**config.mk**
```make
export PLATFORM = sky130hd
export DESIGN_NAME = coin_credit_controller
export DESIGN_NICKNAME = d
export VERILOG_FILES = /design/src/rtl/coin_pkg.sv /design/src/rtl/coin_edge_detect.sv /design/src/rtl/coin_credit_controller.sv
export SDC_FILE = /design/constraint.sdc
export NUM_CORES = 1
export LEC_CHECK = 0
export ABC_AREA = 1
export CAP_MARGIN = 10
export CORE_AREA = 2 2 75 77
export CTS_CLUSTER_SIZE = 16
export DETAILED_ROUTE_END_ITERATION = 6
export DIE_AREA = 0 0 77 79
export HOLD_SLACK_MARGIN = 0.03
export PLACE_DENSITY = 0.58
export SYNTH_ARGS = -nofsm -noshare
export SYNTH_HDL_FRONTEND = slang
export SYNTH_SLANG_ARGS = --single-unit
```
**constraint.sdc**
```tcl
create_clock -name clk -period 3.9 [get_ports clk]
set_clock_uncertainty 0.15 [all_clocks]
set_input_delay 0.585 -clock clk [delete_from_list [all_inputs] [get_ports clk]]
set_output_delay 0.585 -clock clk [all_outputs]
set_load 0.005 [all_outputs]
```
**src/rtl/coin_pkg.sv**
```systemverilog
// Shared coin values and controller state encoding for the coin credit controller.
package coin_pkg;

  localparam int NICKEL_CENTS  = 5;
  localparam int DIME_CENTS    = 10;
  localparam int QUARTER_CENTS = 25;

  typedef enum logic [1:0] {
    IDLE,
    VEND,
    CHANGE,
    GAP
  } ctrl_state_t;

endpackage

```
**src/rtl/coin_edge_detect.sv**
```systemverilog
// Rising-edge detector for the three coin detector outputs; flags a single coin
// (with its value in cents) or a simultaneous multi-coin event.
module coin_edge_detect
  import coin_pkg::*;
(
  input  logic       clk,
  input  logic       reset,
  input  logic       dimeDetected,
  input  logic       nickelDetected,
  input  logic       quarterDetected,
  output logic       coinValid,
  output logic       coinMulti,
  output logic [4:0] coinValue
);

  logic [2:0] prev_reg;
  logic [2:0] level;
  logic [2:0] rise;

  // bit 0 nickel, bit 1 dime, bit 2 quarter
  assign level = {quarterDetected, dimeDetected, nickelDetected};
  assign rise  = level & ~prev_reg;

  always_ff @(posedge clk or posedge reset) begin
    if (reset) prev_reg <= 3'b000;
    else       prev_reg <= level;
  end

  assign coinMulti = (rise[0] & rise[1]) | (rise[0] & rise[2]) | (rise[1] & rise[2]);
  assign coinValid = (|rise) & ~coinMulti;

  always_comb begin
    coinValue = 5'd0;
    case (rise)
      3'b001:  coinValue = 5'(NICKEL_CENTS);
      3'b010:  coinValue = 5'(DIME_CENTS);
      3'b100:  coinValue = 5'(QUARTER_CENTS);
      default: coinValue = 5'd0;
    endcase
  end

endmodule

```
**src/rtl/coin_credit_controller.sv**
```systemverilog
// Vending credit controller: accumulates coins, vends, and pays change over a req/ack
// handshake. Define DIME_CHANGE_EN to pay change in dimes where possible.
module coin_credit_controller
  import coin_pkg::*;
#(
  parameter int unsigned PRICE      = 65,
  parameter int unsigned CREDIT_MAX = 100,
  parameter int unsigned CREDIT_W   = 8
) (
  input  logic                clk,
  input  logic                reset,
  input  logic                dimeDetected,
  input  logic                nickelDetected,
  input  logic                quarterDetected,
  input  logic                vendReq,
  input  logic                returnReq,
  input  logic                changeAck,
  output logic [CREDIT_W-1:0] credit,
  output logic                vendPulse,
  output logic                coinReject,
  output logic                changeNickel,
  output logic                changeDime,
  output logic                busy
);

  localparam logic [CREDIT_W-1:0] PRICE_C   = CREDIT_W'(PRICE);
  localparam logic [CREDIT_W:0]   MAX_C     = (CREDIT_W+1)'(CREDIT_MAX);
  localparam logic [CREDIT_W-1:0] NICKEL_C  = CREDIT_W'(NICKEL_CENTS);
  localparam logic [CREDIT_W-1:0] DIME_C    = CREDIT_W'(DIME_CENTS);

  ctrl_state_t         state_reg, state_next;
  logic [CREDIT_W-1:0] credit_reg, credit_next;
  logic                reject_reg, reject_next;

  logic                coin_valid;
  logic                coin_multi;
  logic [4:0]          coin_value;
  logic [CREDIT_W:0]   coin_sum;
  logic                coin_fits;
  logic                use_dime;
  logic [CREDIT_W-1:0] change_cents;

  coin_edge_detect u_edge (
    .clk             (clk),
    .reset           (reset),
    .dimeDetected    (dimeDetected),
    .nickelDetected  (nickelDetected),
    .quarterDetected (quarterDetected),
    .coinValid       (coin_valid),
    .coinMulti       (coin_multi),
    .coinValue       (coin_value)
  );

  assign coin_sum  = {1'b0, credit_reg} + (CREDIT_W+1)'(coin_value);
  assign coin_fits = (coin_sum <= MAX_C);

`ifdef DIME_CHANGE_EN
  assign use_dime = (credit_reg >= DIME_C);
`else
  assign use_dime = 1'b0;
`endif
  assign change_cents = use_dime ? DIME_C : NICKEL_C;

  always_ff @(posedge clk or posedge reset) begin
    if (reset) begin
      state_reg  <= IDLE;
      credit_reg <= '0;
      reject_reg <= 1'b0;
    end else begin
      state_reg  <= state_next;
      credit_reg <= credit_next;
      reject_reg <= reject_next;
    end
  end

  always_comb begin
    state_next  = state_reg;
    credit_next = credit_reg;
    reject_next = 1'b0;

    if (coin_multi) reject_next = 1'b1;
    else if (coin_valid && (state_reg != IDLE || !coin_fits)) reject_next = 1'b1;

    case (state_reg)
      IDLE: begin
        // A coin landing in the same cycle as a vend/return is still credited;
        // the vend subtracts from the updated total and the refund pays it all.
        if (coin_valid && !coin_multi && coin_fits) credit_next = coin_sum[CREDIT_W-1:0];
        if (vendReq && credit_reg >= PRICE_C) begin
          state_next  = VEND;
          credit_next = credit_next - PRICE_C;
        end else if (returnReq && credit_reg != '0) begin
          state_next = CHANGE;
        end
      end
      VEND:   state_next = (credit_reg != '0) ? CHANGE : IDLE;
      CHANGE: begin
        if (changeAck) begin
          credit_next = credit_reg - change_cents;
          state_next  = GAP;
        end
      end
      GAP:     state_next = (credit_reg == '0) ? IDLE : CHANGE;
      default: state_next = IDLE;
    endcase
  end

  always_comb begin
    vendPulse    = (state_reg == VEND);
    changeNickel = (state_reg == CHANGE) && !use_dime;
    changeDime   = (state_reg == CHANGE) && use_dime;
    busy         = (state_reg != IDLE);
  end

  assign credit     = credit_reg;
  assign coinReject = reject_reg;

endmodule

```
==> results.md <==
* Outcome: finished clean
* Synth cell types at 38
* Achievable clock frequency at 286 MHz
* Yosys top cell by area: dfrtp_1
* Largest cells by area after synthesis: dfrtp_1 (21%), nand2_1 (13%), inv_1 (8.9%)
* Setup tns final at 0 ps
* Wirelength per Cell at 11.9 microns
* Die area at 0.00608 sq mm
* Clk Latency, worst-skew pair at 250 ps
* Internal Pwr Total at 908 uW
* Post-route cell area at 0.00233 sq mm
* Via density at 4.56
* CP endpoint kind: register
* Combinational fraction of design power at 0.752
* Hold Path Class: primary input to register
* FF+latch count, synth at 14
* Vias in the first global route at 1703
* Sequential share of power at 0.169
* Max-Cap Viols at 0
* Register area share after synthesis at 0.207
* Most used routing layer: met2
* Vias at 1762
* Worst Setup Start Kind: primary input
* Hold Vio Cnt, Final at 0
* Final worst setup slack at 400 ps
* Rows at 27
* Post-synthesis xor/xnor area fraction at 0
* Net count after synthesis at 275
* CTS Sinks at 14
* Compound-Gate Fraction of Synth Area at 0.115
* Final wirelength at 4.61 mm
* Placeable core area at 0.00534 sq mm
* Initial detailed-routing violation count at 68
* Antenna violations before repair at 0
* Crit-path max cell delay at 340 ps
* Average cell area after synthesis at 6.59 sq um
* CP dominant cell by count: inv_1
* Placed cell area at 0.00219 sq mm
* Cell Area, Synth at 0.00169 sq mm
* Peak VDD IR at 0.000498 V
* Placer Congestion at 0.851
* Top Ports at 21
* Worst Path Arrival at 3520 ps
* Pre-CTS setup slack at -273 ps
* Cts bufs inserted at 3
* Number of detailed-route iterations in the first pass at 4
* Worst r2r path cells at 28
* Largest net degree at the start of global routing at 15
* Hold Path Stages at 1
* Sw Share at 0.504
* Layout cells sized above 1 at 0.322
* FF+latch area at 350 sq um
* LEAKAGE at 0.00121 uW
* Layout Cells excl Fill at 386
* PortBufs at 19
* PwrDens at 784 mW/mm^2
* Max Transition Viols Final at 0
* CP max-delay cell: fa_2
* Critical path type: primary input to register
* Worst Path Max Fanout at 5
* Chip width at 77 microns
* Worst slew pin tran at 569 ps
* H-tree level count at 1
* Area grow syn2layout at 37.7%
* GR Util met1 at 0.215
* Initial Util at 0.317
* Gr usage total at 0.158
* Multiplexer share of the synthesized area at 0
* Required time of the critical path at 3930 ps
* Clock root buffer: clkbuf_8
* Diode count at 0
* Inst Count DP at 377
* Synth Area in Adders at 0.0783
* Post-Synth Simple-Gate Area at 0.460
* Final setup fails at 0
* Worst-path clk slew at 70 ps
* Slew headroom at 0.620
* Final ANT Viol Nets at 0
* Synth top area share at 0.207
* Final #Nets at 333
* GRT overflow at 0
* Number of fill cells at 578
* Post-Syn Instances at 257
* Combinational family with the most area after synthesis: simple AND/OR/NAND/NOR gates
* Final period util at 0.897
* Post-DP HPWL at 3.66 mm
* CTS Buffer Depth at 2
* Yosys warning total at 0
* Multi-input combinational cell area at 0.00115 sq mm
* RSZ-0062 raised after global routing: no
* Switching pwr at 921 uW
* Height of the die at 79 microns
* Max reg flops at 8
* CTS tree: yes
* Remaining DRCs at 0
* Met2 Resource Use GR at 0.269
* GR met3 Demand/Resource at 0.0136
* Power share of the clock group at 0.079
* Minimum clock period at 3500 ps
* First-pass GRT wire length at 7.84 mm
-- placed cells by master (no fill, tap or decap), drive strengths merged, types with 2 or more instances in the layout --
master | Yosys | routed
inv | 47 | 47
o21ai | 15 | 15
nand3 | 26 | 26
nand4 | 7 | 7
nand2 | 77 | 77
nor2 | 29 | 29
a21oi | 12 | 12
nor3 | 2 | 2
clkdlybuf4s50 | 0 | 16
or2 | 3 | 3
dfrtp | 14 | 14
buf | 2 | 37
ha | 9 | 9
clkbuf | 0 | 4
a22oi | 3 | 3
nand3b | 2 | 2
dlymetal6s2s | 0 | 3
a31oi | 2 | 2
-- per-stage QoR --
| step | hold WS (ps) | util | power, uW |
|---|---|---|---|
| after detailed placement | 524 | 0.410 | 1630 |
| after global placement | 518 | 0.410 | 1620 |
| after global routing | 339 | 0.437 | 2020 |
| after CTS | 535 | 0.421 | 1790 |
| final | 340 | 0.437 | 1830 |
| after floorplan | 324 | - | 1150 |
-- path summary, 6_finish.rpt --
check	from	end	slack, ps
worst max-delay path	nickelDetected	credit[4]	400
worst min-delay path	dimeDetected	u_edge.prev_reg[1]	340
worst max register to register	u_edge.prev_reg[0]	credit[4]	580
worst min register to register	credit[4]	credit[4]	540
max in group asynchronous	reset	credit[1]	2690
min in group asynchronous	reset	u_edge.prev_reg[1]	540
-- critical path: cells and delay by family --
| family | cells | cell delay (ps) |
|---|---|---|
| adders and majority gates | 3 | 640 |
| buffers and inverters | 9 | 660 |
| and+or+nand+nor | 18 | 1460 |
| AOI/OAI and AO/OA | 1 | 160 |
-- Yosys cell counts (all sizes together) --
| cell type | count |
|---|---|
| buf | 2 |
| ha | 9 |
| a22oi | 3 |
| conb | 1 |
| o21ai | 15 |
| nor2 | 29 |
| dlygate4sd1 | 1 |
| a31oi | 2 |
| fa | 1 |
| a21oi | 12 |
| nand4 | 7 |
| clkinv | 1 |
| and2 | 1 |
| a2bb2oi | 1 |
| nor3 | 2 |
| dfrtp | 14 |
| nand2 | 77 |
| nand3 | 26 |
| bufinv | 1 |
| or2 | 3 |
| inv | 47 |
| nand3b | 2 |
-- cell type report --
cell class / count / share of cell area
multi-input cells: 191 / 0.495
well taps: 72 / 0.0386
flip-flops and latches: 14 / 0.150
clock buffers: 4 / 0.0236
inverters: 49 / 0.0880
repair buffers: 56 / 0.204
-- layer usage --
| metal | vias to the layer above | wire length [microns] |
|---|---|---|
| met3 | 6 | 196 |
| met5 | - | 0 |
| met1 | 791 | 2180 |
| met4 | 0 | 61 |
| li1 | 924 | - |
| met2 | 41 | 2170 |
-- power groups by stage --
| stage | Combinational [uW] | Sequential (uW) | Clock (uW) |
|---|---|---|---|
| 2_1_floorplan | 882 | 267 | 0 |
| 3_3_place_gp | 1310 | 310 | 0 |
| 3_5_place_dp | 1320 | 310 | 0 |
| 4_1_cts | 1330 | 308 | 147 |
| 5_1_grt | 1550 | 320 | 155 |
| 6_report | 1370 | 310 | 144 |
-- timing repair --
action,in CTS,in global routing
setup buffers,0,5
gates resized for setup,2,19
pin swaps,3,10
cloned,0,0
hold buffers,0,0
endpoints found under the setup margin,2,8
-- kinds of logic after synthesis --
group / Yosys count
buf+inv: 52
simple gates: 147
other cells: 1
compound gates: 33
flops: 14
fa+ha+maj: 10
Power figures use the tool's default switching activity.
